`config.mk`:
```
export PLATFORM = sky130hd
export DESIGN_NAME = tff_toggle_ctrl_flat
export DESIGN_NICKNAME = d
export VERILOG_FILES = /design/src/rtl/tff_toggle_ctrl_if.sv /design/src/rtl/tff_toggle_ctrl.sv /design/src/flat_wrapper.sv
export SDC_FILE = /design/constraint.sdc
export NUM_CORES = 1
export LEC_CHECK = 0
export BUFFER_PORTS_ARGS = -buffer_cell sky130_fd_sc_hd__buf_4
export CORE_MARGIN = 10
export CORE_UTILIZATION = 47
export CTS_BUF_LIST = sky130_fd_sc_hd__clkbuf_16
export DETAILED_ROUTE_END_ITERATION = 6
export PLACE_DENSITY = 0.8
export SETUP_SLACK_MARGIN = 0.3
export SLEW_MARGIN = 20
export SYNTH_ARGS = -nofsm -noshare
export SYNTH_HDL_FRONTEND = slang
export SYNTH_SLANG_ARGS = --single-unit
```
`constraint.sdc`:
```
create_clock -name clk -period 1.49 [get_ports clk]
set_input_delay 0.2235 -clock clk [delete_from_list [all_inputs] [get_ports clk]]
set_output_delay 0.2235 -clock clk [all_outputs]
set_load 0.03 [all_outputs]
```
`src/rtl/tff_toggle_ctrl_if.sv`:
```
// Command channel for tff_toggle_ctrl: valid/ready handshake carrying
// {mask, count}, plus the asynchronous-to-protocol abort request.
interface tff_toggle_ctrl_if #(
  parameter int unsigned WIDTH = 4,
  parameter int unsigned CNT_W = 8
);
  logic             cmd_valid;
  logic             cmd_ready;
  logic [WIDTH-1:0] cmd_mask;
  logic [CNT_W-1:0] cmd_count;
  logic             abort;

  // Command source side
  modport master (
    output cmd_valid,
    output cmd_mask,
    output cmd_count,
    output abort,
    input  cmd_ready
  );

  // Controller side
  modport slave (
    input  cmd_valid,
    input  cmd_mask,
    input  cmd_count,
    input  abort,
    output cmd_ready
  );
endinterface

```
`src/rtl/tff_toggle_ctrl.sv`:
```
// Pulse sequencer for a bank of WIDTH T flip-flops. Accepts {mask, count}
// commands, issues `count` one-cycle toggle enables spaced by GAP idle
// cycles, and tracks the expected flop state in q_mirror.
// Optional: define TFF_CTRL_STATS_EN to add a saturating stat_pulses counter.
module tff_toggle_ctrl #(
  parameter int unsigned WIDTH = 4,
  parameter int unsigned CNT_W = 8,
  parameter int unsigned GAP   = 2
) (
  input  logic             clk,
  input  logic             reset,
  tff_toggle_ctrl_if.slave cmd,
  output logic [WIDTH-1:0] tog_en,
  output logic [WIDTH-1:0] q_mirror,
  output logic             busy,
  output logic             done
`ifdef TFF_CTRL_STATS_EN
  ,
  output logic [15:0]      stat_pulses
`endif
);

  localparam int unsigned GapW = (GAP > 1) ? $clog2(GAP) : 1;
  // Gap counter load value; unused when GAP == 0 (pulses run back-to-back)
  localparam logic [GapW-1:0] GapLoad = (GAP > 0) ? GapW'(GAP - 1) : '0;

  typedef enum logic [1:0] {StIdle, StPulse, StGap, StDone} state_e;

  state_e           state_q, state_d;
  logic [WIDTH-1:0] mask_q, mask_d;
  logic [CNT_W-1:0] rem_q, rem_d;
  logic [GapW-1:0]  gap_q, gap_d;
  logic [WIDTH-1:0] mirror_q, mirror_d;

  // State and datapath registers, synchronous active-high reset
  always_ff @(posedge clk) begin
    if (reset) begin
      state_q  <= StIdle;
      mask_q   <= '0;
      rem_q    <= '0;
      gap_q    <= '0;
      mirror_q <= '0;
    end else begin
      state_q  <= state_d;
      mask_q   <= mask_d;
      rem_q    <= rem_d;
      gap_q    <= gap_d;
      mirror_q <= mirror_d;
    end
  end

  // Next-state logic; abort takes priority over rem/gap transitions
  always_comb begin
    state_d  = state_q;
    mask_d   = mask_q;
    rem_d    = rem_q;
    gap_d    = gap_q;
    mirror_d = mirror_q;
    unique case (state_q)
      StIdle: begin
        if (cmd.cmd_valid) begin
          mask_d  = cmd.cmd_mask;
          rem_d   = cmd.cmd_count;
          state_d = (cmd.cmd_count == '0) ? StDone : StPulse;
        end
      end
      StPulse: begin
        // The pulse visible this cycle always lands, even if aborted
        mirror_d = mirror_q ^ mask_q;
        rem_d    = rem_q - 1'b1;
        if (cmd.abort || (rem_q == CNT_W'(1))) begin
          state_d = StDone;
        end else if (GAP == 0) begin
          state_d = StPulse;
        end else begin
          state_d = StGap;
          gap_d   = GapLoad;
        end
      end
      StGap: begin
        if (cmd.abort) begin
          state_d = StDone;
        end else if (gap_q == '0) begin
          state_d = StPulse;
        end else begin
          gap_d = gap_q - 1'b1;
        end
      end
      StDone: begin
        state_d = StIdle;
      end
      default: begin
        state_d = StIdle;
      end
    endcase
  end

  // Outputs decoded purely from registers
  always_comb begin
    cmd.cmd_ready = (state_q == StIdle);
    busy          = (state_q == StPulse) || (state_q == StGap);
    done          = (state_q == StDone);
    tog_en        = (state_q == StPulse) ? mask_q : '0;
    q_mirror      = mirror_q;
  end

`ifdef TFF_CTRL_STATS_EN
  logic [15:0] stat_q;

  // Saturating count of PULSE cycles since reset
  always_ff @(posedge clk) begin
    if (reset) begin
      stat_q <= '0;
    end else if ((state_q == StPulse) && (stat_q != 16'hFFFF)) begin
      stat_q <= stat_q + 16'd1;
    end
  end

  assign stat_pulses = stat_q;
`endif

endmodule

```
`src/flat_wrapper.sv`:
```
// flat-port wrapper written by rule: the top's interface ports become plain ports
module tff_toggle_ctrl_flat 
#(
  parameter int unsigned WIDTH = 4,
  parameter int unsigned CNT_W = 8,
  parameter int unsigned GAP   = 2
)
  (clk, reset, tog_en, q_mirror, busy, done, cmd_cmd_valid, cmd_cmd_mask, cmd_cmd_count, cmd_abort, cmd_cmd_ready);
  tff_toggle_ctrl_if #(.WIDTH(WIDTH), .CNT_W(CNT_W)) cmd_i ();
  input  logic clk;
  input  logic reset;
  output logic [WIDTH-1:0] tog_en;
  output logic [WIDTH-1:0] q_mirror;
  output logic busy;
  output logic done;
  input wire logic [$bits(cmd_i.cmd_valid)-1:0] cmd_cmd_valid;
  input wire logic [$bits(cmd_i.cmd_mask)-1:0] cmd_cmd_mask;
  input wire logic [$bits(cmd_i.cmd_count)-1:0] cmd_cmd_count;
  input wire logic [$bits(cmd_i.abort)-1:0] cmd_abort;
  output wire logic [$bits(cmd_i.cmd_ready)-1:0] cmd_cmd_ready;
  assign cmd_i.cmd_valid = cmd_cmd_valid;
  assign cmd_i.cmd_mask = cmd_cmd_mask;
  assign cmd_i.cmd_count = cmd_cmd_count;
  assign cmd_i.abort = cmd_abort;
  assign cmd_cmd_ready = cmd_i.cmd_ready;
  tff_toggle_ctrl #(.WIDTH(WIDTH), .CNT_W(CNT_W), .GAP(GAP)) u_core (.clk(clk), .reset(reset), .cmd(cmd_i), .tog_en(tog_en), .q_mirror(q_mirror), .busy(busy), .done(done));
endmodule
```
# Word level (Yosys, flattened, before mapping)
# Cells that the tools add are included.
# W data, S select, Z words.
[totals]
register_bits = 19
input_bits = 16
output_inout_bits = 11
[op_classes]
addsub = 2
n_eq_ne = 8
n_mux = 13
bitwise_logic = 1
reduce_logical = 10
[op_table]
columns = ["cell", "n"]
rows = [
  ["$pmux W8 S2", 1],
  ["$eq A8 B1 Y1 const B", 1],
  ["$logic_not A8 Y1", 1],
  ["$mux W2", 4],
  ["$mux W8", 1],
  ["$pmux W2 S4", 1],
  ["$sub A8 B1 Y8 const B", 1],
  ["$ne A2 B2 Y1 const B", 3],
  ["$reduce_and A2 Y1", 3],
  ["$eq A2 B2 Y1 const B", 2],
  ["$mux W1", 4],
  ["$mux W4", 1],
  ["$reduce_bool A2 Y1", 2],
  ["$xor A4 B4 Y4", 1],
  ["$ne A3 B3 Y1 const B", 1],
  ["$reduce_and A3 Y1", 1],
  ["$eq A2 B1 Y1 const B", 1],
  ["$logic_not A2 Y1", 1],
  ["$logic_or A1 B1 Y1", 2],
  ["$pmux W1 S2", 1],
  ["$sub A1 B1 Y1 const B", 1],
]

# Depth between registers and ports, before layout
[logic_depth]
word_depth = 4
depth_mapped = 8

# Worst setup path after synthesis
# Ideal clock, no wire load.
[synth_timing]
path_kind = "register -> register"
startpoint = "register u_core.state_q[0]"
endpoint = "register u_core.rem_q[7]"
setup_ns = 0.119
arrival_time_ns = 1.715
required_ns = 1.371
setup_slack_ns = -0.343
stages_incl_launch_ff = 8
path_buffers = 1
synth_period_minus_slack_ns = 1.833
path_cell_list = "dfxtp_1 > inv_1 > ha_1 > buf_4 > nand2_1 > a21boi_0 > nor2_1 > o221a_2"
[synth_between]
elab_chain_len = 3
elab_cells_between_ends = 6
[synth_lines]
columns = ["element", "line", "rtl"]
rows = [
  ["from (decl)", "tff_toggle_ctrl.sv:29", "state_e state_q, state_d;"],
  ["from (signal assigned)", "tff_toggle_ctrl.sv:38", "state_q <= StIdle;"],
  ["from (signal assigned)", "tff_toggle_ctrl.sv:44", "state_q <= state_d;"],
  ["$logic_not A2 Y1 *", "--", ""],
  ["named net cmd_cmd_ready", "flat_wrapper.sv:20", "output wire logic [$bits(cmd_i.cmd_ready)-1:0] cmd_cmd_ready;"],
  ["$ne A2 B2 Y1 (no source line) or $reduce_bool A2 Y1 (tied branches)", "--", ""],
  ["$reduce_and A2 Y1 (no source line)", "--", ""],
  ["to (signal assigned)", "tff_toggle_ctrl.sv:46", "rem_q <= rem_d;"],
  ["to (decl)", "tff_toggle_ctrl.sv:31", "logic [CNT_W-1:0] rem_q, rem_d;"],
]
# The timed path passes the listed nets; every way through them passes the cells marked *.
# A chain may end at the register's enable or synchronous reset.

# Worst setup path after layout
[layout_timing]
startpoint = "register u_core.state_q[1]"
endpoint = "register u_core.rem_q[0]"
[layout_between]
elab_chain_len = 3
elab_cells_between_ends = 6
[layout_lines]
columns = ["element", "line", "rtl"]
rows = [
  ["$eq A2 B1 Y1 or $logic_not A2 Y1 (tied branches)", "tff_toggle_ctrl.sv:59", "unique case (state_q)"],
  ["$reduce_bool A2 Y1 (no source line) or $ne A2 B2 Y1 (tied branches)", "--", ""],
  ["$reduce_and A2 Y1 (no source line)", "--", ""],
]
# Several ways; a longest one is shown, not always the timed one.

==> summary.md <==
| Metric | Value |
|---|---|
| Total power | 4.09 mW |
| PortBufs | 26 |
| Clock sink total | 19 |
| Die H | 69.0 um |
| F_max | 686 MHz |
| Max-cap check violation count | 0 |
| DP Cell Count | 189 |
| Largest net degree at the start of global routing | 20 |
| Largest family of logic cells by synthesized area | compound AO/OA/AOI/OAI gates |
| Seq/Total Area, Yosys | 33.8% |
| Share of cells above drive strength 1 | 53.7% |
| Static leakage | 0.753 nW |
| Area growth syn-to-layout | 65.9% |
| Syn Inst Count | 133 |
| Cell variety after synth | 40 |
| IO Count | 27 |
| Worst Setup Start Kind | flop |
| HP Class | input port to flop |
| Overall Global Routing Usage | 16.4% |
| Top FF cell, synth | dfxtp_1 |
| Initial antenna violation count | 0 |
| Peak supply drop | 2.15 mV |
| Total global routing overflow | 0 |
| Syn Std Cell Area | 0.00113 mm^2 |
| Final Setup Violations | 0 |
| # hold bufs at CTS | 0 |
| Worst Tran Pin Value | 0.487 ns |
| Crit share post-route | 97.8% |
| Worst slew margin | 67.2% |
| Yosys warns | 0 |
| Slew Limit Fails | 0 |
| CP required | 1.66 ns |
| Post-DRT Antenna Nets | 0 |
| Clk_skew | 0.00124 ns |
| Crit path kind | flop to flop |
| FILL cells | 123 |
| Post-Synth Simple-Gate Area | 22.6% |
| Final hold viol count | 0 |
| Crit path DAT | 1.63 ns |
| CTS tree | built |
| Die Wd | 69.0 um |
| DR WL/cell | 19.2 um |
| Compound-Gate Fraction of Synth Area | 23.8% |
| Tmin final | 1.46 ns |
| Clk slew on worst S/H paths | 0.06 ns |
| DR pass1 iterations | 4 |
| Worst skew pair latency | 0.25 ns |
| RePlAce Congestion | 0.907 |
| Number of global-route vias before repair | 1284 |
| First-pass GRT wire length | 5980 um |
| Initial Utilization | 49.9% |
| Ant. Diodes | 0 |
| Die ar. | 0.00475 mm^2 |
| CTS buffer count | 3 |
| Cell row count | 17 |
| FFs w/ async S/R, synth | 0% |
| HPWL after DPL | 2360 um |
| CTS root buffer | clkbuf_16 |
| Number of synthesized register bits | 19 |
| Clock buffer depth | 2 |
| PwrDens | 2190 mW/mm^2 |
| Vias/cell | 5.93 |
| Adder-cell share of the synthesized area | 7.78% |
| Mux share of post-synthesis cell area | 2.22% |
| Initial DRC Count | 70 |
| Core footprint | 0.00225 mm^2 |
| Crit. End Element | flop |
| Final non-filler cell total | 205 |
| Synth Net Count | 156 |
| Final wirelength | 3940 um |
| Syn avg cell area | 8.47 um^2 |
| Vias | 1215 |
| Synth Area in XOR/XNOR | 3.11% |
| H-Tree Depth | 1 |
| RSZ-0062 raised after global routing | true |
| # DRC | 0 |
| EDFF count, synth | 0 |
| Run status | completed |
| Layout Nets | 201 |
| Crit Path Max Fanout | 6 |
==> per-stage QoR <==
step                      TNS [ns]  utilization, %  cell area, um^2  hold slack, ns  setup slack (ns)
after global placement           0            65.2             1470           0.447            0.0386
after CTS                        0            77.4             1740           0.246            0.0449
after global routing       -0.0890            82.9             1870           0.252           -0.0296
after floorplan            -0.0461               -             1220           0.371           -0.0358
final                            0            82.9             1870           0.238            0.0324
after detailed placement   -0.0129            65.2             1470           0.450           -0.0129
==> synth_stat cells (3+ instances only) <==
master / number / area, um^2
a211oi_1: 4 / 30.0
a21oi_1: 11 / 55.1
and2_1: 4 / 25.0
buf_2: 3 / 15.0
dfxtp_1: 19 / 380
ha_1: 7 / 87.6
inv_1: 8 / 30.0
nand2_1: 11 / 41.3
nand3_1: 5 / 25.0
nor2_1: 14 / 52.6
o21ai_0: 8 / 40.0
xnor2_1: 4 / 35.0
==> layer usage <==
metal	track usage (%)	wire length, um	vias to the layer above
met5	0	0	-
met4	8.13	152	0
met3	5.96	290	16
met2	29.3	2030	50
met1	16.4	1470	588
li1	-	-	561
==> kinds of logic after synthesis <==
kind of cell | after synthesis
and+or+nand+nor | 47
AOI/OAI and AO/OA | 38
DFF | 19
buffers and inverters | 16
adders and majority gates | 7
xor gates and xnor gates | 4
muxes | 2
==> what timing repair did <==
| action | 4_1_cts | 5_1_grt |
|---|---|---|
| cloned | 1 | 0 |
| pin swaps | 4 | 12 |
| endpoints found under the setup margin | 23 | 26 |
| gates resized for setup | 26 | 24 |
| setup buffers | 7 | 4 |
==> state kept, by name (all words and copies together) (netlist names) <==
register,flops
u_core.rem_q,8
u_core.mask_q,4
u_core.q_mirror,4
u_core.state_q,2
u_core.gap_q,1
==> worst paths after layout <==
path	startpoint	endpoint	slack (ns)	depth (start not counted)
setup / recovery	u_core.state_q[1]	u_core.rem_q[0]	0.03	6
hold / removal	cmd_cmd_mask[1]	u_core.mask_q[1]	0.24	3
setup reg to reg	u_core.state_q[1]	u_core.rem_q[0]	0.03	6
hold reg to reg	u_core.mask_q[1]	u_core.mask_q[1]	0.46	2
==> power by group <==
part           leakage (nW)  switching [mW]  internal, mW
clock network        0.0409           0.199         0.360
registers             0.158           0.238         0.696
logic                 0.554            1.34          1.26
==> critical path, stage by stage, from the launching register on <==
cell and delay, ns:
dfxtp_2 0.35, inv_4 0.05, ha_4 0.17, buf_12 0.13, buf_12 0.12, mux2_4 0.33
a211oi_2 0.22
==> final cells by class <==
class	instances	area [um^2]	area share, %
Clock inverter	1	5.00	0.268
Inverter	8	37.5	2.01
Multi-Input combinational cell	99	888	47.6
Sequential cell	19	393	21.0
Clock buffer	3	75.1	4.02
Timing Repair Buffer	47	434	23.2
Tap cell	28	35.0	1.88
==> placed cells by master (no fill, tap or decap), types with 3 or more instances in the layout <==
master / n
buf_4: 30
buf_6: 15
dfxtp_1: 15
nor2_1: 11
nand2_1: 10
a21oi_1: 10
inv_1: 4
and2_4: 4
a211oi_2: 4
xnor2_2: 4
o21ai_0: 4
ha_4: 4
nand3_1: 3
o21ai_1: 3
clkbuf_16: 3
dfxtp_4: 3
No activity file was read; power rests on OpenSTA's default activity.
